## src/rtl/cnf_sweep_eval.sv

```systemverilog
// cnf_sweep_eval: evaluates a product-of-sums Boolean function F over N_IN
// inputs. The live result y is F(x_in) registered with one cycle of latency.
// A start request sweeps every minterm over a snapshot of the masks and
// builds the truth vector tt_out and the minterm count ones_cnt.
// Latency: y is one cycle behind x_in; a sweep takes 2**N_IN busy cycles
// followed by a single done cycle.
// Backpressure: none; start is only accepted in IDLE and ignored otherwise.
// Optional feature: define CNF_TRISTATE_OUT_EN to make f high-impedance when
// en=0. When it is undefined, f is driven 0 when en=0 and the block contains
// no tri-state logic.
module cnf_sweep_eval #(
  parameter int N_IN     = 4,
  parameter int N_CLAUSE = 3
) (
  input  logic                       clk,
  input  logic                       rst_n,
  input  logic [N_IN-1:0]            x_in,
  input  logic [N_IN*N_CLAUSE-1:0]   pos_mask,
  input  logic [N_IN*N_CLAUSE-1:0]   neg_mask,
  input  logic [N_CLAUSE-1:0]        clause_en,
  input  logic                       start,
  input  logic                       en,
  output logic                       y,
  output logic                       f,
  output logic                       busy,
  output logic                       done,
  output logic [N_IN-1:0]            sweep_idx,
  output logic [(1<<N_IN)-1:0]       tt_out,
  output logic [N_IN:0]              ones_cnt
);

  localparam int              N_MINT   = 1 << N_IN;
  localparam logic [N_IN-1:0] IDX_LAST = {N_IN{1'b1}};

  typedef enum logic [1:0] {
    S_IDLE  = 2'd0,
    S_SWEEP = 2'd1,
    S_DONE  = 2'd2
  } state_t;

  // A disabled clause is transparent (1). An enabled clause whose masks are
  // all zero has no literals, so its OR is 0 and it forces F to 0.
  function automatic logic cnf_eval(
    input logic [N_IN-1:0]          x,
    input logic [N_IN*N_CLAUSE-1:0] pm,
    input logic [N_IN*N_CLAUSE-1:0] nm,
    input logic [N_CLAUSE-1:0]      ce
  );
    logic acc;
    acc = 1'b1;
    for (int k = 0; k < N_CLAUSE; k++) begin
      if (ce[k] && (((pm[k*N_IN +: N_IN] & x) | (nm[k*N_IN +: N_IN] & ~x)) == '0)) begin
        acc = 1'b0;
      end
    end
    return acc;
  endfunction

  state_t                     r_state;
  state_t                     w_state_nxt;
  logic                       w_capture;
  logic                       w_step;
  logic                       r_y;
  logic [N_IN*N_CLAUSE-1:0]   r_pos_snap;
  logic [N_IN*N_CLAUSE-1:0]   r_neg_snap;
  logic [N_CLAUSE-1:0]        r_cen_snap;
  logic [N_IN-1:0]            r_idx;
  logic [N_MINT-1:0]          r_tt;
  logic [N_IN:0]              r_ones;
  logic                       w_f_live;
  logic                       w_f_sweep;

  assign w_f_live  = cnf_eval(x_in, pos_mask, neg_mask, clause_en);
  assign w_f_sweep = cnf_eval(r_idx, r_pos_snap, r_neg_snap, r_cen_snap);

  // State register; reset aborts any sweep without a done pulse.
  always_ff @(posedge clk) begin
    if (!rst_n) begin
      r_state <= S_IDLE;
    end else begin
      r_state <= w_state_nxt;
    end
  end

  // Next-state logic: accept start only in IDLE; leave SWEEP after the last index.
  always_comb begin
    w_state_nxt = r_state;
    w_capture   = 1'b0;
    w_step      = 1'b0;
    case (r_state)
      S_IDLE: begin
        if (start) begin
          w_capture   = 1'b1;
          w_state_nxt = S_SWEEP;
        end
      end
      S_SWEEP: begin
        w_step = 1'b1;
        if (r_idx == IDX_LAST) begin
          w_state_nxt = S_DONE;
        end
      end
      S_DONE: begin
        w_state_nxt = S_IDLE;
      end
      default: begin
        w_state_nxt = S_IDLE;
      end
    endcase
  end

  // Live result path, independent of any sweep activity.
  always_ff @(posedge clk) begin
    if (!rst_n) begin
      r_y <= 1'b0;
    end else begin
      r_y <= w_f_live;
    end
  end

  // Snapshot of the function definition taken when a sweep is accepted, so
  // later mask changes cannot disturb the truth vector being built.
  always_ff @(posedge clk) begin
    if (!rst_n) begin
      r_pos_snap <= '0;
      r_neg_snap <= '0;
      r_cen_snap <= '0;
    end else if (w_capture) begin
      r_pos_snap <= pos_mask;
      r_neg_snap <= neg_mask;
      r_cen_snap <= clause_en;
    end
  end

  // Sweep datapath: one minterm per cycle; index saturates at the last one
  // and results hold until the next accepted start.
  always_ff @(posedge clk) begin
    if (!rst_n) begin
      r_idx  <= '0;
      r_tt   <= '0;
      r_ones <= '0;
    end else if (w_capture) begin
      r_idx  <= '0;
      r_tt   <= '0;
      r_ones <= '0;
    end else if (w_step) begin
      r_tt[r_idx] <= w_f_sweep;
      r_ones      <= r_ones + {{N_IN{1'b0}}, w_f_sweep};
      if (r_idx != IDX_LAST) begin
        r_idx <= r_idx + 1'b1;
      end
    end
  end

  assign y         = r_y;
  assign busy      = (r_state == S_SWEEP);
  assign done      = (r_state == S_DONE);
  assign sweep_idx = r_idx;
  assign tt_out    = r_tt;
  assign ones_cnt  = r_ones;

`ifdef CNF_TRISTATE_OUT_EN
  assign f = en ? r_y : 1'bz;
`else
  assign f = en & r_y;
`endif

endmodule

```

## config.mk

```make
export PLATFORM = sky130hd
export DESIGN_NAME = cnf_sweep_eval
export DESIGN_NICKNAME = d
export VERILOG_FILES = /design/src/rtl/cnf_sweep_eval.sv
export SDC_FILE = /design/constraint.sdc
export NUM_CORES = 1
export LEC_CHECK = 0
export BUFFER_PORTS_ARGS = -buffer_cell sky130_fd_sc_hd__buf_2
export CAP_MARGIN = 20
export CORE_MARGIN = 2
export CORE_UTILIZATION = 39
export CTS_CLUSTER_SIZE = 25
export DETAILED_ROUTE_END_ITERATION = 10
export HOLD_SLACK_MARGIN = 0.05
export MAX_ROUTING_LAYER = met4
export PLACE_DENSITY = 0.63
export SLEW_MARGIN = 20
export SYNTH_ARGS = -nofsm -noshare
export SYNTH_HDL_FRONTEND = slang
export SYNTH_SLANG_ARGS = --single-unit
export TNS_END_PERCENT = 50
```

## constraint.sdc

```tcl
create_clock -name clk -period 2.9 [get_ports clk]
set_clock_uncertainty 0.05 [all_clocks]
set_input_delay 0.29 -clock clk [delete_from_list [all_inputs] [get_ports clk]]
set_output_delay 0.29 -clock clk [all_outputs]
set_load 0.005 [all_outputs]
```

==> out/metrics.sh, run 1 <==
OUTCOME='finished clean'
PATH_BUF_INV=0
YS_ASYNC_SR_FRACTION_PCT=0
DIE_HEIGHT_UM=86.5
SETUP_REPAIR_AFTER_GLOBAL_ROUTING_MISSED_ITS_MARGIN='no'
P_LEAK_nW=1.31
CP_STARTPOINT_KIND='flip-flop'
CORE_MM2=0.00668
FINALWORSTPATHREQUIREDPERIOD_NS=2.40
CORE.ROWCOUNT=30
MIN-DELAY-PATH-CLASS='in2reg'
CRITPATHMAXFANOUT=17
POWER_DENSITY_mW_PER_MM2=466
SYNTH.AREA.TOP_CELLS='sky130_fd_sc_hd__dfxtp_1, sky130_fd_sc_hd__nand2_1, sky130_fd_sc_hd__mux2i_1'
CRITPATHKIND='reg2reg'
POST-DP-HPWL_UM=4490
FILLCELLCOUNT=694
SYNTH_FF_TYPE='sky130_fd_sc_hd__dfxtp_1'
SYNTHESIS.AREA_MM2=0.00266
SYNTHESIS.YOSYS.WARNINGS=0
POST_SYNTHESIS_AVERAGE_CELL_AREA_UM2=8.94
TIMING.MAX_SLEW.REL_SLACK_PCT=38.9
FINAL_ANTENNA_NET_COUNT=0
CRITICAL-PATH-MAX-STAGE-DELAY_NS=0.54
GP_ROUTABILITY_CONGESTION=0.767
CELL_WITH_THE_MOST_INSTANCES_AFTER_SYNTHESIS='sky130_fd_sc_hd__nand2_1'
CLOCK_SINKS=55
DRT_WL_TOTAL_UM=6000
NETLIST-CELL-TYPE-COUNT=28
GLOBAL_ROUTE_WIRE_LENGTH_BEFORE_REPAIR_UM=10000
SYNTH.TOP_CELL.AREA_SHARE_PCT=41.5
CTS_ROOT_BUF='sky130_fd_sc_hd__clkbuf_8'
GRT_MAX_DEGREE=31
SYNTHESIS.INSTANCES=297
SYNTH_SEQ_AREA_SHARE_PCT=41.5
DR_TOTAL_VIAS=2223
DRIVE_ABOVE_1_SHARE_PCT=25.7
NUMBER_OF_DIODES=0
CLKTRANSATPATHREGS_NS=0.10
MAX-CLOCK-PATH-BUFFERS=2
CRIT_END_CATEGORY='flip-flop'
DRV_CAP=0
STARTING_DENSITY_OF_THE_CORE_PCT=39.7
TIGHTESTPINTRANSITION_NS=0.917
SYNTH_LARGEST_AREA_CELL='sky130_fd_sc_hd__dfxtp_1'
CTS.HOLD.BUFFERS_ADDED=0
HOLD_VIOL=0
GRT_PASS1_VIAS=2060
SYNTH-EDFF-COUNT=0
TOTAL_DRC_ERRORS_IN_THE_ROUTED_LAYOUT=0
FMAXACHIEVABLE_MHz=417
POST_CTS.RESIZED_INSTANCES=0
DIE-AREA_MM2=0.00748
TOTAL_POWER_mW=1.45
FINAL-SETUP-VIOL-COUNT=0
WORST_PATH_DOMINANT_CELL_FAMILY='flip-flops'
P_R_AREA_GROWTH_VS_SYN_PCT=16.9
POSTCTSSETUPBUFFERS=0
CTS_INSERTED_BUFFERS=5
H-TREE-DEPTH=2
CTS_TREE='built'
ROUTED_WIRE_LENGTH_PER_INSTANCE_UM=13.8
DRV_SLEW=0
GLOBAL_ROUTE.USAGE.TOTAL_PCT=17.0
MIN_PERIOD_OVER_PERIOD_PCT=82.6
INITIAL_ANTENNA_VIOLATION_COUNT=0
CRIT_PATH_CELL_TRACE='mux2i_1 -> nand3_2 -> o21ai_4 -> nor2_1 -> ha_1 -> ha_1 -> nand4_1 -> xor2_1 -> nor2_1'
DR.PASS1.ITERS=4
DR.FIRST_ITER.DRC_COUNT=68
SYN-NUM-NETS=338
SETUP_TNS_NS=0
CRITICAL-PATH-SLOWEST-CELL='sky130_fd_sc_hd__dfxtp_1'
FINAL_NETS=394
DATA_REQUIRED_CRITICAL_PATH_NS=3.05
DRT-VIAS-PER-INSTANCE=5.12
PORT-BUFFER-COUNT=63
IR_DROP_WORST_VDD_uV=238
IOS=64
SYNTH.TOP_CELLS.BY_COUNT='sky130_fd_sc_hd__nand2_1, sky130_fd_sc_hd__dfxtp_1, sky130_fd_sc_hd__nand3_1, sky130_fd_sc_hd__a21boi_0, sky130_fd_sc_hd__mux2i_1'
INSERTION_DELAY_NS=0.31
SYNTH.FF_LATCH_COUNT=55
DIE_WIDTH_UM=86.5
GRT.OVERFLOW.TOTAL=0
CP.ARRIVAL_NS=2.54
==> report_power, final <==
part / switching [mW] / internal, mW / leakage, nW / total, mW
registers: 0.0194 / 0.784 / 0.448 / 0.803
logic: 0.119 / 0.0751 / 0.819 / 0.195
clock network: 0.253 / 0.196 / 0.0474 / 0.449
==> stage by stage <==
stage	hold WS (ns)	setup WS, ns	instances	area [um^2]	utilization, %
final	0.179	0.504	434	3100	46.4
after global routing	0.179	0.291	434	3100	46.4
after CTS	0.172	0.468	434	3100	46.4
after detailed placement	0.406	0.488	426	3000	45.0
after global placement	0.401	0.580	426	3000	45.0
after floorplan	0.385	0.672	297	2660	-
==> flip-flops by register name, summed over array words and instances, names as in the netlist <==
name,flops
ones_cnt,5
tt_out,16
y,1
r_cen_snap,3
sweep_idx,4
r_neg_snap,12
r_state,2
r_pos_snap,12
==> path summary, 6_finish.rpt <==
| path | startpoint | to | slack, ns | cells after the start |
|---|---|---|---|---|
| max | sweep_idx[1] | ones_cnt[4] | 0.50 | 9 |
| min | neg_mask[2] | r_neg_snap[2] | 0.18 | 3 |
| max reg2reg | sweep_idx[1] | ones_cnt[4] | 0.50 | 9 |
| min reg2reg | r_pos_snap[6] | r_pos_snap[6] | 0.42 | 2 |
==> layout by cell type, fill, tap and decap left out, drive strengths merged, types with 4 or more instances in the layout <==
master  count
o41ai      15
nand3      37
dfxtp      55
nand4       6
o21ai       4
mux2i      24
buf        70
nor2       14
ha          6
clkbuf      6
nand2      67
a21boi     28
nor2b       4
==> metal layers <==
metal  wire, um  vias to the layer above  part of all wire [%]  GRT usage, %
met5          0                        -                     0             -
met4         14                        0                  0.23          3.84
met3        253                        2                   4.2          3.33
met2       2810                       55                    47          25.6
met1       2920                     1022                    49          23.7
li1           -                     1144                     -             -
==> worst reg2reg max path: cells and delay by family, from the launching register on <==
| kind | cells | cell delay (ns) |
|---|---|---|
| flops | 1 | 0.54 |
| compound gates | 1 | 0.50 |
| fa+ha+maj | 2 | 0.41 |
| simple gates | 4 | 0.36 |
| mux | 1 | 0.28 |
| xor+xnor | 1 | 0.15 |
==> cell families after synthesis <==
group                    count (synthesis)  share of synthesized area [%]
AO/OA/AOI/OAI                           51                           18.1
XOR/XNOR                                 5                           1.65
adder cells (fa/ha/maj)                  6                           2.83
buffers and inverters                   23                           4.76
flip-flops                              55                           41.5
multiplexers                            24                           9.05
AND/OR/NAND/NOR                        133                           22.1
==> layout make-up <==
cell class / instances / area [um^2] / area share [%]
Tap cell: 80 / 100 / 3.23
Inverter: 2 / 7.51 / 0.242
Clock buffer: 6 / 82.6 / 2.66
Clock inverter: 2 / 16.3 / 0.524
Timing Repair Buffer: 70 / 368 / 11.9
Sequential cell: 55 / 1100 / 35.5
Multi-Input combinational cell: 219 / 1430 / 46.0
Note: power is estimated with default switching activity, not from simulation.
==> run 2: changes to the inputs <==
clock period = 2.4 ns   (was 2.9 ns; I/O delays follow)
==> run 2 against run 1 <==
  * Clock-buffer cell count is the same
  * Hold slack lost 0.042 ns
  * Sequential share of layout area is 0.63 points lower
  * Clock power up 43%
  * Design area rose by 1.8%
  * Total power rose by 28%
  * Register-to-register slack lost 0.19 ns
  * Largest cell class unchanged
  * Wire length is 2.7% higher
==> out/metrics.sh, run 2 (synthesized netlist as in run 1, its figures left out) <==
FMAXACHIEVABLE_MHz=479
GRT_MAX_DEGREE=29
POST-DP-HPWL_UM=4660
GRT.OVERFLOW.TOTAL=0
POWER_DENSITY_mW_PER_MM2=587
DIE_HEIGHT_UM=86.5
CLOCK_SINKS=55
CTS_TREE='built'
CP.ARRIVAL_NS=2.24
FINAL.SETUP.WORST_SLACK_NS=0.313
DETAILEDPLACE.WORSTSLACK_NS=0.325
FINISH.INSTANCE_AREA_MM2=0.00316
DRV_SLEW=0
ROUTED_WIRE_LENGTH_PER_INSTANCE_UM=14.0
GRT_PASS1_VIAS=2156
FINAL-SETUP-VIOL-COUNT=0
DR_TOTAL_VIAS=2270
P_LEAK_nW=1.35
COMBINATIONAL_SHARE_OF_POWER_PCT=13.4
FILLCELLCOUNT=649
DIE-AREA_MM2=0.00748
MAX-CLOCK-PATH-BUFFERS=2
NUMBER_OF_DIODES=0
CLKTRANSATPATHREGS_NS=0.10
POWER.NET_SWITCHING_mW=0.472
IOS=64
DR.PASS1.ITERS=4
DATA_REQUIRED_CRITICAL_PATH_NS=2.55
INSERTION_DELAY_NS=0.31
TOTAL_DRC_ERRORS_IN_THE_ROUTED_LAYOUT=0
HOLD_VIOL=0
CRITICAL-PATH-SLOWEST-CELL='sky130_fd_sc_hd__dfxtp_1'
UTILIZATION_PCT=47.3
CTS_ROOT_BUF='sky130_fd_sc_hd__clkbuf_8'
FINALWORSTPATHREQUIREDPERIOD_NS=2.09
CRITICAL-PATH-MAX-STAGE-DELAY_NS=0.46
LAYOUT_COMMON_CELLS='sky130_fd_sc_hd__nand2_1, sky130_fd_sc_hd__buf_2, sky130_fd_sc_hd__dfxtp_1, sky130_fd_sc_hd__nand3_1, sky130_fd_sc_hd__a21boi_0'
DRT-VIAS-PER-INSTANCE=5.17
PATH_BUF_INV=0
H-TREE-DEPTH=2
DRIVE_ABOVE_1_SHARE_PCT=26.7
CRIT_PATH_CELL_TRACE='mux2i_1 -> nand3_1 -> a211o_2 -> o21ai_4 -> nor2_1 -> ha_1 -> ha_1 -> nand4_1 -> xor2_1 -> nor2_1'
SETUP_TNS_NS=0
POST-PLACE-CELLS=431
MULTIINPUTGATEAREA_MM2=0.00143
GLOBAL_ROUTE_WIRE_LENGTH_BEFORE_REPAIR_UM=10300
MIN-DELAY-PATH-CLASS='in2reg'
TOTAL_POWER_mW=1.86
LAYOUT_COMMONEST_CELL='sky130_fd_sc_hd__nand2_1'
WORST_PATH_DOMINANT_CELL_FAMILY='flip-flops'
OUTCOME='finished clean'
POST_CTS.RESIZED_INSTANCES=0
DR.FIRST_ITER.DRC_COUNT=117
PLACED_CELL_AREA_MM2=0.00304
DIE_WIDTH_UM=86.5
GP_ROUTABILITY_CONGESTION=0.770
P_R_AREA_GROWTH_VS_SYN_PCT=19.0
IR_DROP_WORST_VDD_uV=256
CP_STARTPOINT_KIND='flip-flop'
FRACTION_OF_POWER_SPENT_SWITCHING_NETS_PCT=25.5
CRIT_END_CATEGORY='flip-flop'
SETUP_REPAIR_AFTER_GLOBAL_ROUTING_MISSED_ITS_MARGIN='no'
INITIAL_ANTENNA_VIOLATION_COUNT=0
FIN_HOLD_WS_NS=0.137
POWER_FRAC_CLOCK_PCT=34.5
POSTCTSSETUPBUFFERS=0
CRITPATHMAXFANOUT=5
LARGEST_REGISTER_FFS=16
NUMBER_OF_STANDARD_CELLS_IN_THE_LAYOUT_TAPS_IN_AND_FILLERS_OUT=439
INTPOWER_mW=1.38
MIN_PERIOD_OVER_PERIOD_PCT=87.0
PORT-BUFFER-COUNT=63
FINAL_NETS=399
CTS_INSERTED_BUFFERS=5
DRT_WL_TOTAL_UM=6160
REG_POWER_SHARE_PCT=52.1
FINAL_ANTENNA_NET_COUNT=0
FOOTPRINT_OF_THE_FLIP_FLOPS_AND_LATCHES_MM2=0.00110
TIMING.MAX_SLEW.REL_SLACK_PCT=56.9
DRV_CAP=0
CTS.HOLD.BUFFERS_ADDED=0
GLOBAL_ROUTE.USAGE.TOTAL_PCT=17.6
TIGHTESTPINTRANSITION_NS=0.647
CRITPATHKIND='reg2reg'
CORE_MM2=0.00668
STARTING_DENSITY_OF_THE_CORE_PCT=39.7
CORE.ROWCOUNT=30
-- run 2: cell types whose count changed in the layout (fill, tap and decap cells not counted), sizes merged --
cell	delta
buf	+5
bufinv	+1
clkinvlp	-1
-- run 2: power by group through the flow --
| stage | clock, mW | sequential, mW | combinational, mW |
|---|---|---|---|
| after floorplan | 0 | 0.985 | 0.162 |
| after detailed placement | 0 | 0.988 | 0.250 |
| final | 0.641 | 0.966 | 0.248 |
| after global placement | 0 | 0.989 | 0.247 |
| after CTS | 0.665 | 0.967 | 0.251 |
| after global routing | 0.700 | 0.972 | 0.279 |
-- run 2: final timing paths --
path	endpoint	startpoint	slack, ns	cells after the start
worst max-delay path	ones_cnt[4]	sweep_idx[3]	0.31	10
worst min-delay path	r_neg_snap[6]	neg_mask[6]	0.14	3
worst min register to register	r_pos_snap[0]	r_pos_snap[0]	0.42	2
worst max register to register	ones_cnt[4]	sweep_idx[3]	0.31	10
-- run 2: worst min-delay path, cell delays in order --
cell                       delay, ns
sky130_fd_sc_hd__buf_2          0.11
sky130_fd_sc_hd__nand2_1        0.05
sky130_fd_sc_hd__a21boi_0       0.06
-- run 2: metal layers --
metal  GRT usage, %  vias to the layer above  share of wire, %
met5              -                        -                 0
met4           2.98                        0              0.37
met3           4.10                        2               5.4
met2           28.4                       63                48
met1           23.0                     1051                47
li1               -                     1154                 -
-- run 2: area by class of cell --
cell class	count	share of cell area, %
clock buffer	6	2.61
inverter	2	0.238
multi-input combinational	219	45.2
sequential	55	34.9
clock inverter	2	1.11
timing repair buffer	75	12.8
tap	80	3.17
